### src/rtl/mem_ctrl_if.sv
// Cache-side request/response bus plus the memory control port of mem_ctrl.
// slave = the controller; master = the requester/memory side that drives the requests and the read data.
interface mem_ctrl_if;
    logic         clr_req;
    logic         clr_done;
    logic         wb_req;
    logic [5:0]   wb_addr;
    logic [127:0] wb_data;
    logic         wb_done;
    logic         rd_req;
    logic [5:0]   rd_addr;
    logic [127:0] rd_line;
    logic         rd_done;
    logic         busy;
    logic         mem_cs;
    logic         mem_rw;
    logic         mem_reset;
    logic [5:0]   mem_raddr;
    logic [5:0]   mem_waddr;
    logic [31:0]  mem_wdata;
    logic [127:0] mem_rdata;

    modport slave (
        input  clr_req, wb_req, wb_addr, wb_data, rd_req, rd_addr, mem_rdata,
        output clr_done, wb_done, rd_line, rd_done, busy,
               mem_cs, mem_rw, mem_reset, mem_raddr, mem_waddr, mem_wdata
    );

    modport master (
        output clr_req, wb_req, wb_addr, wb_data, rd_req, rd_addr, mem_rdata,
        input  clr_done, wb_done, rd_line, rd_done, busy,
               mem_cs, mem_rw, mem_reset, mem_raddr, mem_waddr, mem_wdata
    );
endinterface

### src/rtl/mem_ctrl.sv
// Line-level memory controller: clear (2 cycles), refill (2) and 4-beat write-back (5) to done.
// Requests are held by the requester until done; arbitration clr > wb > rd happens only in IDLE.
module mem_ctrl (
    input  logic       clk,
    input  logic       reset,
    mem_ctrl_if.slave  bus
);
    typedef enum logic [2:0] {IDLE, CLR, RD, WR, DONE} state_t;
    typedef enum logic [1:0] {OP_CLR, OP_WB, OP_RD} op_t;

    state_t       state, state_nxt;
    op_t          op, op_nxt;
    logic [1:0]   beat;
    logic [5:0]   base;
    logic [127:0] line_dat;
    logic [127:0] rd_line_q;

    always_comb begin
        state_nxt = state;
        op_nxt    = op;
        case (state)
            IDLE: begin
                if (bus.clr_req) begin
                    state_nxt = CLR;
                    op_nxt    = OP_CLR;
                end else if (bus.wb_req) begin
                    state_nxt = WR;
                    op_nxt    = OP_WB;
                end else if (bus.rd_req) begin
                    state_nxt = RD;
                    op_nxt    = OP_RD;
                end
            end
            CLR:     state_nxt = DONE;
            RD:      state_nxt = DONE;
            WR:      if (beat == 2'd3) state_nxt = DONE;
            DONE:    state_nxt = IDLE;
            default: state_nxt = IDLE;
        endcase
    end

    always_ff @(posedge clk or posedge reset) begin
        if (reset) begin
            state     <= IDLE;
            op        <= OP_CLR;
            beat      <= 2'd0;
            base      <= 6'd0;
            line_dat  <= 128'd0;
            rd_line_q <= 128'd0;
        end else begin
            state <= state_nxt;
            op    <= op_nxt;
            if (state == IDLE) begin
                beat <= 2'd0;
                // Latch only for the request that actually wins this cycle.
                if (!bus.clr_req && bus.wb_req) begin
                    base     <= {bus.wb_addr[5:2], 2'b00};
                    line_dat <= bus.wb_data;
                end else if (!bus.clr_req && bus.rd_req) begin
                    base <= {bus.rd_addr[5:2], 2'b00};
                end
            end
            if (state == WR) beat <= beat + 2'd1;
            if (state == RD) rd_line_q <= bus.mem_rdata;
        end
    end

    always_comb begin
        bus.mem_cs    = 1'b0;
        bus.mem_rw    = 1'b0;
        bus.mem_reset = 1'b0;
        bus.mem_raddr = 6'd0;
        bus.mem_waddr = 6'd0;
        bus.mem_wdata = 32'd0;
        bus.clr_done  = 1'b0;
        bus.wb_done   = 1'b0;
        bus.rd_done   = 1'b0;
        case (state)
            CLR: begin
                bus.mem_cs    = 1'b1;
                bus.mem_reset = 1'b1;
            end
            RD: begin
                bus.mem_cs    = 1'b1;
                bus.mem_raddr = base;
            end
            WR: begin
                bus.mem_cs    = 1'b1;
                bus.mem_rw    = 1'b1;
                bus.mem_waddr = base + {4'd0, beat};
                case (beat)
                    2'd0:    bus.mem_wdata = line_dat[127:96];
                    2'd1:    bus.mem_wdata = line_dat[95:64];
                    2'd2:    bus.mem_wdata = line_dat[63:32];
                    default: bus.mem_wdata = line_dat[31:0];
                endcase
            end
            DONE: begin
                bus.clr_done = (op == OP_CLR);
                bus.wb_done  = (op == OP_WB);
                bus.rd_done  = (op == OP_RD);
            end
            default: ;
        endcase
    end

    assign bus.busy    = (state != IDLE);
    assign bus.rd_line = rd_line_q;
endmodule

### src/flat_wrapper.sv
// flat-port wrapper written by rule: the top's interface ports become plain ports
module mem_ctrl_flat 
  (clk, reset, bus_clr_req, bus_wb_req, bus_wb_addr, bus_wb_data, bus_rd_req, bus_rd_addr, bus_mem_rdata, bus_clr_done, bus_wb_done, bus_rd_line, bus_rd_done, bus_busy, bus_mem_cs, bus_mem_rw, bus_mem_reset, bus_mem_raddr, bus_mem_waddr, bus_mem_wdata);
  mem_ctrl_if bus_i ();
  input  logic clk;
  input  logic reset;
  input wire logic [$bits(bus_i.clr_req)-1:0] bus_clr_req;
  input wire logic [$bits(bus_i.wb_req)-1:0] bus_wb_req;
  input wire logic [$bits(bus_i.wb_addr)-1:0] bus_wb_addr;
  input wire logic [$bits(bus_i.wb_data)-1:0] bus_wb_data;
  input wire logic [$bits(bus_i.rd_req)-1:0] bus_rd_req;
  input wire logic [$bits(bus_i.rd_addr)-1:0] bus_rd_addr;
  input wire logic [$bits(bus_i.mem_rdata)-1:0] bus_mem_rdata;
  output wire logic [$bits(bus_i.clr_done)-1:0] bus_clr_done;
  output wire logic [$bits(bus_i.wb_done)-1:0] bus_wb_done;
  output wire logic [$bits(bus_i.rd_line)-1:0] bus_rd_line;
  output wire logic [$bits(bus_i.rd_done)-1:0] bus_rd_done;
  output wire logic [$bits(bus_i.busy)-1:0] bus_busy;
  output wire logic [$bits(bus_i.mem_cs)-1:0] bus_mem_cs;
  output wire logic [$bits(bus_i.mem_rw)-1:0] bus_mem_rw;
  output wire logic [$bits(bus_i.mem_reset)-1:0] bus_mem_reset;
  output wire logic [$bits(bus_i.mem_raddr)-1:0] bus_mem_raddr;
  output wire logic [$bits(bus_i.mem_waddr)-1:0] bus_mem_waddr;
  output wire logic [$bits(bus_i.mem_wdata)-1:0] bus_mem_wdata;
  assign bus_i.clr_req = bus_clr_req;
  assign bus_i.wb_req = bus_wb_req;
  assign bus_i.wb_addr = bus_wb_addr;
  assign bus_i.wb_data = bus_wb_data;
  assign bus_i.rd_req = bus_rd_req;
  assign bus_i.rd_addr = bus_rd_addr;
  assign bus_i.mem_rdata = bus_mem_rdata;
  assign bus_clr_done = bus_i.clr_done;
  assign bus_wb_done = bus_i.wb_done;
  assign bus_rd_line = bus_i.rd_line;
  assign bus_rd_done = bus_i.rd_done;
  assign bus_busy = bus_i.busy;
  assign bus_mem_cs = bus_i.mem_cs;
  assign bus_mem_rw = bus_i.mem_rw;
  assign bus_mem_reset = bus_i.mem_reset;
  assign bus_mem_raddr = bus_i.mem_raddr;
  assign bus_mem_waddr = bus_i.mem_waddr;
  assign bus_mem_wdata = bus_i.mem_wdata;
  mem_ctrl u_core (.clk(clk), .reset(reset), .bus(bus_i));
endmodule
### config.mk
export PLATFORM = sky130hd
export DESIGN_NAME = mem_ctrl_flat
export DESIGN_NICKNAME = d
export VERILOG_FILES = /design/src/rtl/mem_ctrl_if.sv /design/src/rtl/mem_ctrl.sv /design/src/flat_wrapper.sv
export SDC_FILE = /design/constraint.sdc
export NUM_CORES = 1
export LEC_CHECK = 0
export BUFFER_PORTS_ARGS = -buffer_cell sky130_fd_sc_hd__buf_2
export CAP_MARGIN = 30
export CELL_PAD_IN_SITES_DETAIL_PLACEMENT = 1
export CELL_PAD_IN_SITES_GLOBAL_PLACEMENT = 1
export CORE_AREA = 4 4 175 177
export CTS_CLUSTER_SIZE = 20
export DETAILED_ROUTE_END_ITERATION = 12
export DIE_AREA = 0 0 179 181
export PLACE_DENSITY_LB_ADDON = 0.1
export SLEW_MARGIN = 10
export SYNTH_ARGS = -nofsm -noshare
export SYNTH_HDL_FRONTEND = slang
export SYNTH_SLANG_ARGS = --single-unit
### constraint.sdc
create_clock -name clk -period 18.44 [get_ports clk]
set_input_delay 0.922 -clock clk [delete_from_list [all_inputs] [get_ports clk]]
set_output_delay 0.922 -clock clk [all_outputs]
set_load 0.1 [all_outputs]
After elaboration in Yosys (flattened, before gate mapping)
Cells that the tools add are included.

Register bits: 269. Input bits: 273. Output and inout bits: 179. Word-level logic and storage cells: 57.

Add/sub/neg operators: 2. Equality and inequality tests: 11. Multiplexer cells: 22. Reductions and logical operators: 16.

Operators by type and width (number): 32-bit one-hot mux with 3 select lines (1); 32-bit two-way mux (1); 6-bit two-way mux (4); 3-bit two-way mux (4); 2-bit two-way mux (5); 3-bit one-hot mux with 3 select lines (1); 2-bit AND reduction (4); 6-bit by 2-bit adder with 6-bit output (1); 2-bit == test (second input constant) (3); 3-bit by 2-bit == test with 1-bit output (second input constant) (2); 1-bit two-way mux (6); 3-bit nonzero test (2); 2-bit by 1-bit == test with 1-bit output (second input constant) (2); 2-bit logical NOT (2); 4-bit inequality test (second input constant) (1); 2-bit nonzero test (2); 3-bit by 1-bit == test with 1-bit output (second input constant) (1); 3-bit == test (second input constant) (1); 3-bit logical NOT (1); 3-bit OR reduction (1); 2-bit by 1-bit adder with 2-bit output (second input constant) (1); 1-bit logical AND (2); 2-bit by 1-bit inequality test with 1-bit output (second input constant) (1); 2-bit OR reduction (1); 1-bit logical NOT (1).

Longest topological paths before layout
Gate-level depths: netlist of run 1.

Depth after elaboration: 4. Gate-level depth with buffers: 7. Mapped depth without buffers: 4.

Worst setup path after synthesis of run 1
No wires, ideal clock.

Path type: register to output. From: register u_core.state[2]. To: output bus_mem_wdata[28]. Arrival time: 3222 ps. Data required time: 17518 ps. Setup slack: 14296 ps. Stages on the path, launching flop included: 8. Buffers on the path: 3. Cell sequence: dfrtp_1 -> buf_6 -> nand3b_1 -> inv_1 -> clkbuf_1 -> buf_2 -> o21ai_0 -> a21oi_1.

Word-level cells in the longest chain between the ends: 2.

Ends and longest elaborated chain: start: declaration (RTL line mem_ctrl.sv:11) `state_t state, state_nxt;`; start signal: assignment (RTL line mem_ctrl.sv:51) `state <= state_nxt;`; 3-bit by 2-bit == test with 1-bit output (RTL line mem_ctrl.sv:78) `case (state)`; 32-bit two-way mux (RTL line mem_ctrl.sv:78); end: declaration (RTL line flat_wrapper.sv:24) `output wire logic [$bits(bus_i.mem_wdata)-1:0] bus_mem_wdata;`.

Every way passes these cells.

Worst setup path in the final report of run 1
From: register u_core.beat[0]. To: output bus_mem_wdata[25].

Word-level cells in the longest chain between the ends: 3. Elaborated cells between the ends (all ways): 5. Those cells by class: eq/ne (2); mux (2); reduce/logical (1).

Ends and longest elaborated chain: start: declaration (RTL line mem_ctrl.sv:13) `logic [1:0] beat;`; start signal: assignment (RTL line mem_ctrl.sv:63) `if (state == WR) beat <= beat + 2'd1;`; 2-bit == test (tied with other cells) (RTL line mem_ctrl.sv:91) `case (beat)`; 32-bit one-hot mux with 3 select lines (*) (RTL line mem_ctrl.sv:91); 32-bit two-way mux (*) (RTL line mem_ctrl.sv:78).

Every way passes the cells marked *; elsewhere a longest branch is shown, timed or not.

==> results of run 1 <==
[kinds of logic (layout without fill, tap and decap cells)]
logic type | count (synthesis) | count (layout) | synth area share
buf+inv | 56 | 516 | 0.0303
fa+ha+maj | 4 | 4 | 0.00442
simple gates | 34 | 34 | 0.0176
compound gates | 101 | 101 | 0.0591
mux | 264 | 264 | 0.299
other cells | 1 | 13 | 0.000331
flops | 267 | 267 | 0.590
[cell usage after synthesis, drive strengths merged]
cell    instances  area [sq um]
a222oi         32           320
inv             5          18.8
nor2           10          37.5
clkinv          1          3.75
or2             2          15.0
nand2b          1          6.26
o31ai           1          7.51
nand3           1          5.00
ha              4          50.1
a21oi          33           165
mux2          264          3380
o22ai           1          6.26
nor3            4          31.3
o21ai          34           170
and2            8          50.1
clkbuf         18          67.6
dfrtp         267          6680
conb            1          3.75
nand2           3          11.3
buf            32           253
nor3b           4          35.0
nand3b          1          7.51
[worst paths after layout]
check	from	to	slack, ns
worst min-delay path	reset	u_core.bus.rd_line[76]	0.33
max in group asynchronous	reset	u_core.line_dat[42]	16.20
min in group clk	u_core.bus.rd_line[16]	u_core.bus.rd_line[16]	0.50
worst max register to register	u_core.state[2]	u_core.bus.rd_line[28]	15.63
worst max-delay path	u_core.beat[0]	bus_mem_wdata[25]	14.52
worst min register to register	u_core.bus.rd_line[16]	u_core.bus.rd_line[16]	0.50
[flip-flops by register name, indices dropped and copies added, names as in the netlist]
register	cells
u_core.beat	2
u_core.op	2
u_core.state	3
u_core.line_dat	128
u_core.base	4
u_core.bus.rd_line	128
[per-stage QoR]
step           cell area, sq um  hold WS (ns)  utilization  worst slack, ns
2_1_floorplan             11300         0.476            -            10.16
3_3_place_gp              13800         0.484        0.473            14.77
3_5_place_dp              13900         0.490        0.474            14.82
4_1_cts                   14800         0.504        0.505            14.46
5_1_grt                   14900         0.328        0.508            14.31
6_report                  14900         0.333        0.509            14.52
[cell usage in the layout, fill, tap and decap left out, types with 2 or more instances in the layout]
cell type,Yosys,final
sky130_fd_sc_hd__buf_2,16,445
sky130_fd_sc_hd__inv_1,4,3
sky130_fd_sc_hd__buf_16,0,4
sky130_fd_sc_hd__a21oi_1,33,33
sky130_fd_sc_hd__clkinv_2,0,5
sky130_fd_sc_hd__clkbuf_1,18,7
sky130_fd_sc_hd__ha_1,4,4
sky130_fd_sc_hd__mux2_4,109,109
sky130_fd_sc_hd__clkbuf_16,0,29
sky130_fd_sc_hd__diode_2,0,11
sky130_fd_sc_hd__and2_1,8,8
sky130_fd_sc_hd__a222oi_1,32,32
sky130_fd_sc_hd__nor3_1,3,3
sky130_fd_sc_hd__mux2_2,155,155
sky130_fd_sc_hd__clkbuf_8,0,7
sky130_fd_sc_hd__dfrtp_1,267,267
sky130_fd_sc_hd__conb_1,1,2
sky130_fd_sc_hd__buf_4,2,11
sky130_fd_sc_hd__nor2_1,10,10
sky130_fd_sc_hd__nor3b_1,3,3
sky130_fd_sc_hd__o21ai_0,34,34
sky130_fd_sc_hd__nand2_1,3,3
[layout make-up]
type	instances	area, sq um
fill	3060	14400
sequential	267	6680
multi-input combinational	405	4310
timing repair buffer	460	2420
clock buffer	43	848
tap	390	488
clock inverter	7	62.6
inverter	6	30.0
antenna	11	27.5
[per-layer routing]
layer	GRT usage	vias to the layer above
met2	0.345	296
met4	0.0611	24
li1	-	3553
met5	0	-
met3	0.0699	79
met1	0.223	3888
[worst reg2reg max path, cell delays in order, from the launching register on]
cell and delay (ns):
sky130_fd_sc_hd__dfrtp_1 0.49, sky130_fd_sc_hd__nor3b_4 0.23, sky130_fd_sc_hd__buf_4 0.60, sky130_fd_sc_hd__buf_4 0.85, sky130_fd_sc_hd__mux2_2 0.51
==> tab_implementation.tex, run 1 <==
\begin{tabular}{lr}
\hline
Metric & Value \\
\hline
\multicolumn{2}{l}{\textbf{Floorplanning}} \\
Placeable core region & 0.0292 sq mm \\
Floorplan die area & around 0.032 sq mm \\
Io pins & 452 \\
Y dimension of the die & 181 um \\
Starting density of the core & 0.387 \\
Row cnt & 63 \\
Die Wd & 179 um \\
\multicolumn{2}{l}{\textbf{Setup path}} \\
Total number of cells along the worst setup path & 6 \\
Critical Path Slowest Stage Cell & sky130\_fd\_sc\_hd\_\_ha\_1 \\
Buffer and inverter count on the worst path & 3 \\
Startpoint Class & register \\
Crit. End Element & primary output \\
Worst Setup Path Type & register to primary output \\
Critical path's top delay family & buffers and inverters \\
WP data arrival & $\sim$3.0 ns \\
Required time worst endpoint & between 15 and 20 ns \\
CP max FO & 18 \\
Depth of the worst register-to-register path & 4 \\
Delay of the slowest cell on the worst path & roughly 0.67 ns \\
Cell-by-cell trace of the critical path & inv\_1, ha\_1, buf\_4, a222oi\_1, a21oi\_1, buf\_2 \\
\multicolumn{2}{l}{\textbf{Clock network}} \\
Total clock buffers created by CTS & 29 \\
Root Buffer Master & sky130\_fd\_sc\_hd\_\_clkbuf\_16 \\
Number of buffers inserted by post-CTS setup repair & 0 \\
Clock-pin transition on the worst setup and hold timing paths & 0.07 ns \\
Total of hold buffers inserted after clock tree synthesis & 0 \\
CTS tree & built \\
Post-cts sizing count & 0 \\
Clk Latency, worst-skew pair & 0.54 ns \\
Number of buffers between clock root and the deepest sink & 3 \\
H-tree Lvls & 1 \\
Clock sink total & 267 \\
\multicolumn{2}{l}{\textbf{Global route}} \\
Pin count of the biggest net entering global routing & 134 \\
Via count of the first global-routing pass & 8287 \\
Wire length of the first global-routing pass & between 40000 and 50000 um \\
Antenna violations before repair & 23 \\
Total global routing overflow & 0 \\
GRT Overall Usage & 0.197 \\
\multicolumn{2}{l}{\textbf{Routing}} \\
Metal-1 WL & around 12000 um \\
Top Metal Used & met5 \\
Routed length on met3 & 3220 um \\
Mean number of vias per cell & 4.93 \\
Final WL & 33900 um \\
Drt initial violations & slightly above 400 \\
Met2 Wirelength & 17100 um \\
Remaining design rule violation count & 0 \\
Pre-Repair DR Iteration Count & 8 \\
Routed Antenna Nets & 0 \\
Total vias in the final route & 7840 \\
Wire per inst & approximately 21 um \\
\multicolumn{2}{l}{\textbf{Placement}} \\
Half-perimeter wire length of the detailed placement result & around 24000 um \\
Buffers added on ports & 445 \\
Routability-driven placement congestion ratio & around 0.77 \\
Number of placed cells counting well taps & 1525 \\
\multicolumn{2}{l}{\textbf{STA}} \\
Final period demand of the worst path & 3.92 ns \\
Setup-violating endpoint count in the final report & 0 \\
Relative max-transition margin & 0.351 \\
Final Cycle Share & 0.213 \\
Max Clock Skew & around 0.013 ns \\
Final-report hold violation count & 0 \\
Max Freq & 255 MHz \\
Unrepaired setup endpoints after global routing & no \\
Setup TNS & 0 ns \\
Transition time of the tightest slew-check pin & 0.974 ns \\
Final count of pins violating max slew & 0 \\
\multicolumn{2}{l}{\textbf{Layout}} \\
Area overhead of the layout relative to synthesis & 31.3\% \\
Fraction of layout cells with a size suffix above 1 & 0.651 \\
Post-route insts no fill & 1589 \\
Net total in the final layout & 1446 \\
\multicolumn{2}{l}{\textbf{Synth}} \\
Average cell area after synthesis & 15.6 sq um \\
Unique masters post-synth & 29 \\
Number of warnings printed during yosys synthesis & 0 \\
Netlist Area Pre-Place & 0.0113 sq mm \\
Proportion of synthesized chip area in sequential cells & 0.590 \\
Synthesized flop and latch total & 267 \\
Synthesized instance count & 727 \\
\multicolumn{2}{l}{\textbf{Job}} \\
Max-cap viol count & 0 \\
\multicolumn{2}{l}{\textbf{Status}} \\
Status & completed \\
\multicolumn{2}{l}{\textbf{Hold path}} \\
Hold/Removal Path Class & input pin to async pin \\
\hline
\end{tabular}
Power of run 1 is left out: the tool's default activity adds up to more than one toggle a clock period on the data nets, which glitch-free logic cannot reach.
==> run 2, diff against run 1 <==
- CORE_AREA: 4 4 175 177 -> unset
- CORE_ASPECT_RATIO: unset -> 1.5
- CORE_MARGIN: unset -> 4
- CORE_UTILIZATION: unset -> 39
- DIE_AREA: 0 0 179 181 -> unset
- clock period: 18.44 -> 4.1 ns (I/O delays scaled with it)
==> run 2 against run 1 <==
  * Via count grew 15%
  * Cell count increased by 16%
  * Clock-buffer cell count decreased by 1
  * Cell area is 17% higher
  * Clock skew is 0.0031 ns lower
  * Global-route usage rose by 6.2 points
  * Register-to-register slack worse by 14 ns
  * Sequential cell count stayed put
  * Critical path depth is the same
  * Routed wire length up 26%
  * Worst hold slack lost 0.31 ns
  * Critical endpoint is now bus_mem_wdata[15]
==> tab_implementation.tex, run 2 (same netlist as run 1, synthesis figures left out) <==
\begin{tabular}{lr}
\hline
Metric & Value \\
\hline
\multicolumn{2}{l}{\textbf{Global route}} \\
Antenna violations before repair & 7 \\
GRT Overall Usage & 0.259 \\
Wire length of the first global-routing pass & 64700 um \\
Total global routing overflow & 0 \\
Pin count of the biggest net entering global routing & about 160 \\
Via count of the first global-routing pass & around 11000 \\
\multicolumn{2}{l}{\textbf{Clock network}} \\
Clk Latency, worst-skew pair & between 0.5 and 0.6 ns \\
Root Buffer Master & sky130\_fd\_sc\_hd\_\_clkbuf\_16 \\
Number of buffers inserted by post-CTS setup repair & 0 \\
H-tree Lvls & 1 \\
Number of buffers between clock root and the deepest sink & 3 \\
Clock sink total & between 200 and 300 \\
Total clock buffers created by CTS & 27 \\
Clock-pin transition on the worst setup and hold timing paths & 0.07 ns \\
CTS tree & built \\
Post-cts sizing count & 0 \\
\multicolumn{2}{l}{\textbf{Hold path}} \\
Hold/Removal Path Class & input pin to register \\
Hold depth & 3 \\
\multicolumn{2}{l}{\textbf{Setup path}} \\
Startpoint Class & register \\
Required time worst endpoint & around 4 ns \\
CP max FO & 24 \\
Worst R2R Start & u\_core.state[2] \\
Worst setup path endpoint & bus\_mem\_wdata[15] \\
Launch point of the worst path & u\_core.state[2] \\
Depth of the worst register-to-register path & 5 \\
FF-to-FF End & u\_core.line\_dat[61] \\
Worst-case register-to-register setup slack & 1.71 ns \\
Worst Setup Path Type & register to primary output \\
WP data arrival & 3.26 ns \\
Crit. End Element & primary output \\
\multicolumn{2}{l}{\textbf{STA}} \\
Max Clock Skew & 0.0104 ns \\
Transition time of the tightest slew-check pin & 0.845 ns \\
Relative max-transition margin & 0.437 \\
Final-report hold violation count & 0 \\
Final count of pins violating max slew & 0 \\
Setup-violating endpoint count in the final report & 0 \\
Unrepaired setup endpoints after global routing & no \\
Max Freq & around 290 MHz \\
Final Cycle Share & 0.846 \\
Setup TNS & 0 ns \\
Final period demand of the worst path & 3.47 ns \\
\multicolumn{2}{l}{\textbf{Floorplanning}} \\
Starting density of the core & 0.394 \\
Y dimension of the die & 217 um \\
Placeable core region & 0.0287 sq mm \\
Floorplan die area & 0.0319 sq mm \\
Die Wd & 147 um \\
Row cnt & 76 \\
Io pins & 452 \\
\multicolumn{2}{l}{\textbf{Layout}} \\
Net total in the final layout & between 1500 and 2000 \\
Most common cell after layout, fill and taps aside & sky130\_fd\_sc\_hd\_\_buf\_2 \\
Post-layout utilization of the core & 0.608 \\
Fraction of layout cells with a size suffix above 1 & 0.531 \\
Area overhead of the layout relative to synthesis & 54.0\% \\
Commonest cells after routing, fill and taps aside & sky130\_fd\_sc\_hd\_\_buf\_2 (445), sky130\_fd\_sc\_hd\_\_dfrtp\_1 (267), sky130\_fd\_sc\_hd\_\_dlygate4sd3\_1 (263) \\
\multicolumn{2}{l}{\textbf{Placement}} \\
Routability-driven placement congestion ratio & 0.782 \\
Buffers added on ports & between 400 and 500 \\
Half-perimeter wire length of the detailed placement result & 25300 um \\
\multicolumn{2}{l}{\textbf{Routing}} \\
Drt initial violations & 409 \\
Mean number of vias per cell & 4.89 \\
Total vias in the final route & 9048 \\
Final WL & $\sim$43000 um \\
Routed Antenna Nets & 0 \\
Remaining design rule violation count & 0 \\
Wire per inst & 23.0 um \\
Pre-Repair DR Iteration Count & 6 \\
\multicolumn{2}{l}{\textbf{Job}} \\
Max-cap viol count & 0 \\
\multicolumn{2}{l}{\textbf{Status}} \\
Status & completed \\
\hline
\end{tabular}
## run 2: cell count changes in the layout (fill, tap and decap cells not counted)
cell	before	now
sky130_fd_sc_hd__dlygate4sd3_1	0	263
sky130_fd_sc_hd__buf_12	0	4
sky130_fd_sc_hd__buf_16	4	1
sky130_fd_sc_hd__clkbuf_1	7	10
sky130_fd_sc_hd__diode_2	11	8
sky130_fd_sc_hd__clkbuf_16	29	27
sky130_fd_sc_hd__clkbuf_8	7	5
sky130_fd_sc_hd__bufinv_16	1	2
sky130_fd_sc_hd__clkinv_2	5	4
sky130_fd_sc_hd__clkinvlp_4	1	2
sky130_fd_sc_hd__inv_8	1	0
## run 2: worst min path at each step
stage | slack, ns | end | from
4_1_cts | 0.006 | u_core.base[5] | bus_wb_addr[5]
5_1_grt | 0.02 | u_core.base[3] | bus_wb_addr[3]
3_3_place_gp | 0.44 | u_core.line_dat[70] | bus_wb_data[70]
3_5_place_dp | 0.44 | u_core.bus.rd_line[30] | bus_mem_rdata[30]
6_report | 0.03 | u_core.base[3] | bus_wb_addr[3]
2_1_floorplan | 0.35 | u_core.line_dat[0] | bus_wb_data[0]
## run 2: layer usage
| metal | GRT usage | up-vias | routed length [um] |
|---|---|---|---|
| li1 | - | 4066 | - |
| met1 | 0.282 | 4554 | 15200 |
| met2 | 0.487 | 347 | 23300 |
| met3 | 0.0562 | 81 | 2580 |
| met4 | 0.101 | 0 | 1600 |
| met5 | 0 | - | 0 |
## run 2: cell type report
cell class	instances	area, sq um
inverter	6	26.3
multi-input combinational	405	4310
clock inverter	7	87.6
tap	390	488
antenna	8	20.0
timing repair buffer	724	5050
sequential	267	6680
clock buffer	42	782
fill	2908	11300
## run 2: critical path, cell delays in order, from the launching register on
cell                       delay [ns]
sky130_fd_sc_hd__dfrtp_1         0.49
sky130_fd_sc_hd__nand3b_1        0.34
sky130_fd_sc_hd__inv_1           0.69
sky130_fd_sc_hd__buf_4           0.35
sky130_fd_sc_hd__o21ai_0         0.18
sky130_fd_sc_hd__a21oi_1         0.20
sky130_fd_sc_hd__buf_2           0.46
## run 2: what timing repair did
| item | in CTS | in global routing |
|---|---|---|
| hold buffers | 263 | 0 |
| setup endpoints to repair | 0 | 0 |
| hold endpoints to repair | 372 | 0 |
## run 2: metrics by stage
stage                     instance area, sq um  instances  setup slack [ns]  hold slack (ns)
after floorplan                          11300        728             0.370            0.354
after global placement                   13900       1528              1.33            0.437
after detailed placement                 13900       1528              1.27            0.440
after CTS                                17400       1840             0.668          0.00556
after global routing                     17400       1849             0.442           0.0234
final                                    17400       1849             0.630           0.0250
Power of run 2 is left out for the same reason.
==> run 3, diff against run 2 <==
- ABC_AREA: unset -> 1
- CORE_UTILIZATION: 39 -> 36
- clock period: 4.1 -> 3.4 ns (I/O delays scaled with it)
==> run 3 against run 2 <==
  * Synthesized cell count grew 96%
  * Sequential cell count unchanged
  * Cell area grew 4.5%
  * Worst hold slack got worse by 0.0047 ns
  * Non-clock buffer count rose by 9
  * Sequential share of layout area decreased by 1.6 points
  * Cell count rose by 38%
  * Die area up 15%
  * Critical endpoint is now bus_mem_wdata[1]
  * Register-to-register slack got worse by 0.51 ns
  * Via count is 32% higher
  * Core utilization is 6.1 points lower
  * First-iteration DRC count increased by 42%
==> tab_implementation.tex, run 3 <==
\begin{tabular}{lr}
\hline
Metric & Value \\
\hline
\multicolumn{2}{l}{\textbf{Synth}} \\
Number of enable-type register cells in the synthesized netlist & 0 \\
Number of warnings printed during yosys synthesis & 0 \\
Netlist Area Pre-Place & $\sim$0.012 sq mm \\
Top cells by count, synth & sky130\_fd\_sc\_hd\_\_nand2\_1 (444), sky130\_fd\_sc\_hd\_\_inv\_1 (269), sky130\_fd\_sc\_hd\_\_dfrtp\_1 (267) \\
Library cell occupying the most area in the post-synthesis netlist & sky130\_fd\_sc\_hd\_\_dfrtp\_1 \\
Area share of the leading cell type in the synthesized netlist & 0.551 \\
Proportion of synthesized chip area in sequential cells & 0.551 \\
Unique masters post-synth & 23 \\
Synthesized flop and latch total & 267 \\
Most frequently used cell type in the post-synthesis netlist & sky130\_fd\_sc\_hd\_\_nand2\_1 \\
Fraction of synthesis flops using an asynchronous set or reset pin & 1.00 \\
Leading post-synthesis cells by cell area & sky130\_fd\_sc\_hd\_\_dfrtp\_1 (55\%), sky130\_fd\_sc\_hd\_\_nand2\_1 (14\%), sky130\_fd\_sc\_hd\_\_inv\_1 (8.3\%) \\
Top\_reg\_cell synth & sky130\_fd\_sc\_hd\_\_dfrtp\_1 \\
Synthesized instance count & roughly 1400 \\
Average cell area after synthesis & 8.52 sq um \\
\multicolumn{2}{l}{\textbf{Clock network}} \\
Clock-pin transition on the worst setup and hold timing paths & 0.06 ns \\
H-tree Lvls & 1 \\
Post-cts sizing count & 0 \\
Clock sink total & 267 \\
Number of buffers inserted by post-CTS setup repair & 0 \\
Total of hold buffers inserted after clock tree synthesis & 266 \\
CTS tree & built \\
Number of buffers between clock root and the deepest sink & 3 \\
Clk Latency, worst-skew pair & 0.55 ns \\
Total clock buffers created by CTS & 29 \\
Root Buffer Master & sky130\_fd\_sc\_hd\_\_clkbuf\_16 \\
\multicolumn{2}{l}{\textbf{Placement}} \\
Half-perimeter wire length of the detailed placement result & 29600 um \\
Placement-stage cell area & 0.0146 sq mm \\
Number of placed cells counting well taps & 2233 \\
Post-place setup slack & 1.02 ns \\
Routability-driven placement congestion ratio & $\sim$0.81 \\
Buffers added on ports & around 450 \\
\multicolumn{2}{l}{\textbf{Routing}} \\
Mean number of vias per cell & 4.67 \\
Total vias in the final route & between 10000 and 15000 \\
Wire per inst & 18.6 um \\
Final WL & 47600 um \\
Remaining design rule violation count & 0 \\
Pre-Repair DR Iteration Count & 4 \\
Drt initial violations & 582 \\
Routed Antenna Nets & 0 \\
\multicolumn{2}{l}{\textbf{Hold path}} \\
Hold depth & 5 \\
Hold/Removal Path Class & input pin to register \\
Terminating pin of the worst hold path & u\_core.base[4] \\
Worst hold path startpoint & bus\_wb\_addr[4] \\
\multicolumn{2}{l}{\textbf{Power and ir drop}} \\
Clock network fraction of design power & 0.157 \\
Switching portion of total power & 0.565 \\
Cell Int Power & between 8 and 9 mW \\
Fraction of power consumed by combinational cells & 0.561 \\
Power density relative to cell area & 1080 mW/mm\^{}2 \\
Net Sw Power & 11.1 mW \\
VDD IR-drop max & 583 uV \\
Static Leak & 10.1 nW \\
Sequential share of power & 0.282 \\
Final total power & a little under 20 mW \\
\multicolumn{2}{l}{\textbf{STA}} \\
Worst hold slack & 0.0203 ns \\
Final count of pins violating max slew & 0 \\
Max Clock Skew & 0.00913 ns \\
Max Freq & 345 MHz \\
Least setup slack across all paths after layout & 0.499 ns \\
Final period demand of the worst path & 2.90 ns \\
Transition time of the tightest slew-check pin & between 0.8 and 0.9 ns \\
Unrepaired setup endpoints after global routing & no \\
Setup-violating endpoint count in the final report & 0 \\
Final-report hold violation count & 0 \\
Setup TNS & 0 ns \\
Relative max-transition margin & 0.441 \\
Final Cycle Share & 0.853 \\
\multicolumn{2}{l}{\textbf{Setup path}} \\
WP data arrival & 2.73 ns \\
Required time worst endpoint & 3.23 ns \\
FF-to-FF End & u\_core.line\_dat[91] \\
Launch point of the worst path & u\_core.state[2] \\
Depth of the worst register-to-register path & 5 \\
Crit. End Element & primary output \\
Worst Setup Path Type & register to primary output \\
Worst R2R Start & u\_core.state[1] \\
Startpoint Class & register \\
CP max FO & 27 \\
Worst-case register-to-register setup slack & 1.20 ns \\
\multicolumn{2}{l}{\textbf{Layout}} \\
Post-layout utilization of the core & 0.547 \\
Area overhead of the layout relative to synthesis & 50.3\% \\
Most common cell after layout, fill and taps aside & sky130\_fd\_sc\_hd\_\_buf\_2 \\
Fraction of layout cells with a size suffix above 1 & 0.289 \\
Net total in the final layout & 2387 \\
Post-route insts no fill & roughly 2600 \\
Post-route cell area & $\sim$0.018 sq mm \\
Commonest cells after routing, fill and taps aside & sky130\_fd\_sc\_hd\_\_buf\_2 (445), sky130\_fd\_sc\_hd\_\_nand2\_1 (444), sky130\_fd\_sc\_hd\_\_inv\_1 (268) \\
\multicolumn{2}{l}{\textbf{Floorplanning}} \\
Floorplan die area & approximately 0.037 sq mm \\
Row cnt & a little over 80 \\
Placeable core region & 0.0333 sq mm \\
Starting density of the core & 0.364 \\
Y dimension of the die & 233 um \\
Die Wd & 158 um \\
Io pins & 452 \\
\multicolumn{2}{l}{\textbf{Global route}} \\
Via count of the first global-routing pass & 13200 \\
Wire length of the first global-routing pass & 73100 um \\
Pin count of the biggest net entering global routing & between 100 and 150 \\
Antenna violations before repair & 8 \\
GRT Overall Usage & 0.254 \\
Total global routing overflow & 0 \\
\multicolumn{2}{l}{\textbf{Job}} \\
Max-cap viol count & 0 \\
\multicolumn{2}{l}{\textbf{Status}} \\
Status & completed \\
\hline
\end{tabular}
## run 3: cell families (layout without fill, tap and decap cells)
kind of cell	after synthesis	in the layout	synth area share
other	1	10	0.000309
flip-flops	267	267	0.551
adder cells (fa/ha/maj)	4	4	0.00412
AND/OR/NAND/NOR	506	506	0.165
AO/OA/AOI/OAI	296	296	0.153
buffers and inverters	350	1055	0.127
## run 3: worst max-delay path, cell delays in order (launching register included)
cell and delay (ns):
sky130_fd_sc_hd__dfrtp_1 0.40, sky130_fd_sc_hd__inv_2 0.17, sky130_fd_sc_hd__nand3_2 0.39, sky130_fd_sc_hd__buf_4 0.41
sky130_fd_sc_hd__a21oi_1 0.28, sky130_fd_sc_hd__buf_2 0.49
## run 3: worst max path at each step
| stage | endpoint | slack [ns] | cells past startpoint |
|---|---|---|---|
| final | bus_mem_wdata[1] | 0.50 | 5 |
| after global routing | bus_mem_wdata[1] | 0.36 | 5 |
| after CTS | bus_mem_wdata[1] | 0.41 | 5 |
| after detailed placement | bus_mem_wdata[1] | 1.02 | 5 |
| after global placement | bus_mem_wdata[1] | 1.05 | 5 |
| after floorplan | u_core.base[2] | -0.30 | 1 |
## run 3: metal layers
metal  up-vias  global-route usage  part of all wire
met5         -                   0           0.00027
met4         2               0.131             0.056
met3       128              0.0541             0.064
met2       402               0.458              0.51
met1      5699               0.276              0.37
li1       5708                   -                 -
## run 3: power groups by stage
| stage | logic, mW | clock network, mW | registers [mW] |
|---|---|---|---|
| 6_report | 11.0 | 3.10 | 5.54 |
| 5_1_grt | 11.6 | 3.32 | 5.71 |
| 4_1_cts | 11.0 | 3.19 | 5.49 |
| 3_5_place_dp | 10.7 | 0 | 5.53 |
| 3_3_place_gp | 10.5 | 0 | 5.45 |
| 2_1_floorplan | 3.33 | 0 | 10.9 |
## run 3: cell type report
| class | count | area, sq um |
|---|---|---|
| clock buffer | 46 | 860 |
| multi-input combinational | 808 | 3920 |
| antenna | 8 | 20.0 |
| tap | 420 | 526 |
| sequential | 267 | 6680 |
| inverter | 271 | 1020 |
| clock inverter | 5 | 53.8 |
| timing repair buffer | 733 | 5150 |
| fill | 4016 | 15100 |
Note: power is estimated with default switching activity, not from simulation.
